--- src/rtl/arbiter_rr_burst.sv ---
// Round-robin memory arbiter: single reads and fixed-length write bursts.
// Define ARBITER_RR_PRI0_EN to give requester 0 absolute priority at each arbitration.
module arbiter_rr_burst #(
   parameter int AN    = 24,
   parameter int DN    = 16,
   parameter int N     = 4,
   parameter int IN    = 2,
   parameter int BURST = 8
) (
   input  logic            clkSYS,
   input  logic            n_reset,
   input  logic [N-1:0]    req,
   input  logic [N-1:0]    req_wr,
   input  logic [N*AN-1:0] req_addr,
   input  logic [N*DN-1:0] req_data,
   output logic [N-1:0]    req_ack,
   output logic [N-1:0]    rd_valid,
   output logic            mem_req,
   output logic            mem_wr,
   output logic [AN-1:0]   mem_addr,
   output logic [DN-1:0]   mem_data,
   output logic [IN-1:0]   mem_id,
   input  logic            mem_ack,
   input  logic            mem_valid,
   input  logic [IN-1:0]   mem_rid
);

   localparam int CW = $clog2(BURST) + 1;

   typedef enum logic [1:0] {IDLE, READ, WRITE} state_t;

   state_t        state, state_nxt;
   logic [IN-1:0] gnt, gnt_nxt;
   logic [IN-1:0] ptr, ptr_nxt;
   logic [CW-1:0] cnt, cnt_nxt;
   logic [IN-1:0] winner;
   logic [IN-1:0] cand;
   logic          found;
   logic [IN-1:0] gnt_inc;

   always_ff @(posedge clkSYS or negedge n_reset) begin
      if (!n_reset) begin
         state <= IDLE;
         gnt   <= '0;
         ptr   <= '0;
         cnt   <= '0;
      end else begin
         state <= state_nxt;
         gnt   <= gnt_nxt;
         ptr   <= ptr_nxt;
         cnt   <= cnt_nxt;
      end
   end

   // Scan from ptr upward, wrapping at N; the first active request wins.
   always_comb begin
      found  = 1'b0;
      winner = '0;
      cand   = '0;
      for (int k = 0; k < N; k++) begin
         cand = IN'((int'(ptr) + k) % N);
         if (!found && req[cand]) begin
            found  = 1'b1;
            winner = cand;
         end
      end
`ifdef ARBITER_RR_PRI0_EN
      if (req[0]) begin
         found  = 1'b1;
         winner = '0;
      end
`else
`endif
   end

   assign gnt_inc = (int'(gnt) == N - 1) ? '0 : gnt + IN'(1);

   always_comb begin
      state_nxt = state;
      gnt_nxt   = gnt;
      ptr_nxt   = ptr;
      cnt_nxt   = cnt;
      case (state)
         IDLE: begin
            if (found) begin
               gnt_nxt   = winner;
               cnt_nxt   = '0;
               state_nxt = req_wr[winner] ? WRITE : READ;
            end
         end
         READ: begin
            if (mem_ack) begin
               state_nxt = IDLE;
               ptr_nxt   = gnt_inc;
            end
         end
         WRITE: begin
            // The grant stays put until all BURST words are acked, even if req drops.
            if (mem_ack) begin
               cnt_nxt = cnt + CW'(1);
               if (cnt == CW'(BURST - 1)) begin
                  state_nxt = IDLE;
                  ptr_nxt   = gnt_inc;
               end
            end
         end
         default: state_nxt = IDLE;
      endcase
   end

   always_comb begin
      req_ack  = '0;
      mem_req  = 1'b0;
      mem_wr   = 1'b0;
      mem_id   = '0;
      mem_addr = req_addr[int'(gnt)*AN +: AN];
      mem_data = req_data[int'(gnt)*DN +: DN];
      if (state != IDLE) begin
         mem_req      = req[gnt];
         mem_wr       = req_wr[gnt];
         mem_id       = gnt;
         req_ack[gnt] = mem_ack;
      end
   end

   always_comb begin
      rd_valid = '0;
      for (int i = 0; i < N; i++) begin
         rd_valid[i] = mem_valid && (mem_rid == IN'(i));
      end
   end

endmodule

--- config.mk ---
export PLATFORM = sky130hd
export DESIGN_NAME = arbiter_rr_burst
export DESIGN_NICKNAME = d
export VERILOG_FILES = /design/src/rtl/arbiter_rr_burst.sv
export SDC_FILE = /design/constraint.sdc
export NUM_CORES = 1
export LEC_CHECK = 0
export CAP_MARGIN = 40
export CORE_MARGIN = 3
export CORE_UTILIZATION = 26
export DETAILED_ROUTE_END_ITERATION = 6
export GPL_ROUTABILITY_DRIVEN = 0
export PLACE_DENSITY = 0.81
export SKIP_LAST_GASP = 1
export SLEW_MARGIN = 30
export SYNTH_ARGS = -nofsm -noshare
export SYNTH_HDL_FRONTEND = slang
export SYNTH_SLANG_ARGS = --single-unit
--- constraint.sdc ---
create_clock -name clkSYS -period 2.19 [get_ports clkSYS]
set_clock_uncertainty 0.05 [all_clocks]
set_input_delay 0.438 -clock clkSYS [delete_from_list [all_inputs] [get_ports clkSYS]]
set_output_delay 0.438 -clock clkSYS [all_outputs]
set_load 0.05 [all_outputs]
After elaboration in Yosys (flattened, before gate mapping)
Index checks and enable logic that the tools add are counted.

word-level totals
  logic and storage cells = 93
  register bits = 10
  output and inout port bits = 52

cells by class
  add/sub/neg operators = 5
  shift-type cells = 2
  eq/ne operators = 11
  bitwise logic cells = 1
  order comparisons = 7
  reductions and logical operators = 20
  mux-type cells = 42
  $mul = 1

operator list
  operator             number
  $shiftx 96x8->24     1
  $shiftx 64x7->16     1
  $mux 2               14
  $lt 2x3->1 const B   6
  $bmux 1 s2           7
  $mux 1               14
  $mux 4               3
  $logic_and 1x1->1    8
  $ne 2x2->1 const B   4
  $pmux 4 s2           1
  $reduce_and 4->1     2
  $eq 2x1->1 const B   3
  $eq 2x2->1 const B   3
  $pmux 2 s3           1
  $reduce_bool 2->1    3
  $add 2x1->2 const B  2
  $add 2x2->2 const B  2
  $add 4x1->4 const B  1
  $and 4x4->4          1
  $eq 4x3->1 const B   1
  $logic_not 2->1      2
  $mul 2x2->4 const B  1
  $pmux 2 s2           1
  $logic_not 1->1      3
  other kinds (4)      4

Depth between registers and ports, before layout
  depth in word-level cells = 17
  mapped depth = 5

Worst setup path before layout
OpenSTA, ideal clock, no wires.

  path kind = reg-to-output
  start = reg gnt[1]
  end = out mem_id[1]
  path slack = -0.059 ns
  required time = 1.702 ns
  arrival = 1.761 ns
  stages on the path, launching flop included = 5
  path through = dfrtp_1 clkbuf_1 clkbuf_1 inv_1 nor2_1

between the ends
  word-level cells in the longest chain between the ends = 1

RTL lines
  what                    line  source
  start, declared         33    logic [IN-1:0] gnt, gnt_nxt;
  start signal, assigned  49    gnt <= gnt_nxt;
  $mux 2                  118   if (state != IDLE) begin
  end, declared           22    output logic [IN-1:0] mem_id,

Every way passes these cells.

Worst setup path in the final report
  start = reg gnt[0]
  end = out mem_data[9]

between the ends
  word-level cells in the longest chain between the ends = 1

RTL lines
  what              line  source
  $shiftx 64x7->16  117   mem_data = req_data[int'(gnt)*DN +: DN];
  end, declared     21    output logic [DN-1:0] mem_data,

Every way passes these cells.

==> results.ini <==
[outcome]
run_status=finished, final reports clean

[yosys]
synth.area.top_cells=mux4_2 53%, dfrtp_1 14%, ha_1 3.5%
synth_edf_count=0
synth_cells=141
postSynthAreaPerCell_um2=12.74
synth_top_cell_area_share=0.5265
synth-main-ff-cell=dfrtp_1
ys_ff_latch=10
syn_nets=320
ys_seq_area_frac=0.1393
synthArstFlopShare=1.000
netlist_area_um2=1797
synth.distinct_cells=39
yosysWarningCount=0
yosys.area.top_type=mux4_2

[floorplanning]
ioPinCount=226
die-area_um2=7944
fp.dieW_um=89.13
rows=29
chipHeight_um=89.13
core_um2=6531
start_util=0.2751

[place]
hpwl_um=8481
dp.cells=443
numPortBuffers=225
preCtsSetupSlack_ns=-0.03460

[final_layout]
layoutNonFillerInstCount=450
drive_gt1_frac=0.3298
area_growth_syn_to_layout_pct=151.8
fillers=486
n_antenna_cell=0
ff_latch_area_um2=252.7
multiInputGateArea_um2=1485
final_core_util=0.6927
nNetsFinal=553

[clock_tree]
cts_buffer_depth=2
h-tree-depth=1
cts_hold_buf=0
clock_latency_ns=0.24
root_buffer=clkbuf_8
clkTransAtPathRegs_ns=0.06
clock_sinks=10
cts_tree=yes
cts_made_buffers=3

[sta]
finalHoldViolations=0
fin_worst_hold_slack_ns=0.4524
worst_slack_ns=0.02613
rsz0062_at_grt=yes
tns_ns=0
period_needed_ns=2.164
timing.final.crit_share=0.9881
relSlewSlack=0.7064
finalSetupViolations=0
slew_viol_final=0
tightest_slew_ns=0.4390
fmax_mhz=462.1

[critical_path]
worst-path-max-fanout=10
crit_required_ns=1.70
regToRegSetupSlack_ns=0.50
crit_type=reg -> out
arrival_ns=1.68
critPathCaptureType=primary output
cp-start-kind=flop

[power_and_ir_drop]
p_per_area_nw_per_um2=1252
ir_drop_mv=0.8090
p_leak_nw=1.794

[drt]
avgRoutedWirePerCell_um=21.40
wl_um=9632
firstDrtPassIters=5
viasPerCell=5.180
drt_iter0_drc=75
drc=0
vias=2331
ant_nets=0

[global_routing]
grt_pass1_vias=2536
grt_pass1_wl_um=12940
grt_max_degree=29
antenna_found_initial=1
track_usage=0.2169
grt_overflow=0

[flow_run]
max_cap_viol_count=0

[min_path]
hp-class=in -> async

[routing by layer]
| layer | vias to the layer above | GRT usage | part of all wire |
|---|---|---|---|
| met4 | 2 | 0.03789 | 0.015 |
| met2 | 143 | 0.4173 | 0.55 |
| met5 | - | 0 | 0.00093 |
| li1 | 1056 | - | - |
| met1 | 1116 | 0.2371 | 0.33 |
| met3 | 14 | 0.06175 | 0.10 |
[per-stage QoR]
step                area [µm²]  total power (W)
global placement          4380         0.005214
detailed placement        4380         0.005280
floorplan                 1799         0.003406
finish                    4524         0.005666
CTS                       4461         0.005591
global route              4524         0.005908
[sequential cells by signal, summed over array words and instances, names as in the netlist]
register  count
ptr           2
state         2
cnt           4
gnt           2
[path summary, 6_finish.rpt]
| path | start | endpoint | depth (start not counted) |
|---|---|---|---|
| worst max register to register | ptr[1]$_DFFE_PN0P_ | state[1]$_DFFE_PN0P_ | 5 |
| max in group asynchronous | n_reset | gnt[1]$_DFFE_PN0P_ | 1 |
| worst max-delay path | gnt[0]$_DFFE_PN0P_ | mem_data[9] | 4 |
| worst min-delay path | n_reset | state[0]$_DFFE_PN0P_ | 1 |
| min in group clkSYS | cnt[3]$_DFFE_PN0P_ | cnt[3]$_DFFE_PN0P_ | 2 |
| worst min register to register | cnt[3]$_DFFE_PN0P_ | cnt[3]$_DFFE_PN0P_ | 2 |
[cell usage after synthesis, types with 4 or more instances]
cell,number
and3_1,5
buf_2,5
nand2b_1,6
ha_1,5
inv_1,5
clkbuf_1,4
nand2_1,5
o21a_1,4
nor2_1,7
a21oi_1,5
mux4_2,42
dfrtp_1,10
[power breakdown]
part / internal, W / switching (W) / total, W
sequential: 0.000261 / 0.000107 / 0.000367
combinational: 0.00235 / 0.00270 / 0.00505
clock: 0.000159 / 0.0000862 / 0.000245
[logic make-up after synthesis]
group,count (synthesis),synth area share
mux,46,0.5501
simple gates,41,0.1358
compound gates,21,0.09331
buf+inv,16,0.03691
flops,10,0.1393
fa+ha+maj,5,0.03482
xor+xnor,2,0.009751
[layout by cell type, fill, tap and decap left out, types with 2 or more instances in the layout]
cell type | synthesis | routed
a22o_1 | 2 | 2
nor2_1 | 7 | 6
buf_8 | 0 | 2
buf_12 | 0 | 26
ha_1 | 5 | 5
or2_2 | 2 | 2
nor3b_1 | 2 | 2
nand2b_1 | 6 | 6
o21a_1 | 4 | 4
dfrtp_2 | 0 | 2
nor3_1 | 2 | 2
o22ai_1 | 2 | 2
inv_1 | 5 | 5
clkdlybuf4s50_1 | 0 | 170
mux2_1 | 2 | 2
dlymetal6s2s_1 | 0 | 3
buf_4 | 0 | 35
dfrtp_1 | 10 | 8
mux2i_1 | 2 | 2
o31ai_1 | 2 | 2
nand2_1 | 5 | 5
nand3_1 | 2 | 2
mux4_2 | 42 | 42
a21oi_1 | 5 | 5
and3_1 | 5 | 5
clkbuf_8 | 0 | 4
[worst max-delay path, stage by stage (launching register included)]
cell and delay (ns):
dfrtp_2 0.37, buf_12 0.14, buf_8 0.16, mux4_2 0.57
buf_12 0.18
[layout make-up]
cell class                 instances  share of cell area
sequential                        10             0.05586
clock buffer                       4             0.01217
multi-input combinational        115              0.3283
timing repair buffer             239              0.5783
inverter                           5            0.004148
tap                               77             0.02129
[repair_timing]
action,4_1_cts,5_1_grt
gates cloned,0,1
buffers inserted,1,1
setup endpoints to repair,24,41
pin swaps,1,0
gates resized for setup,5,5
Note: power is estimated with default switching activity, not from simulation.
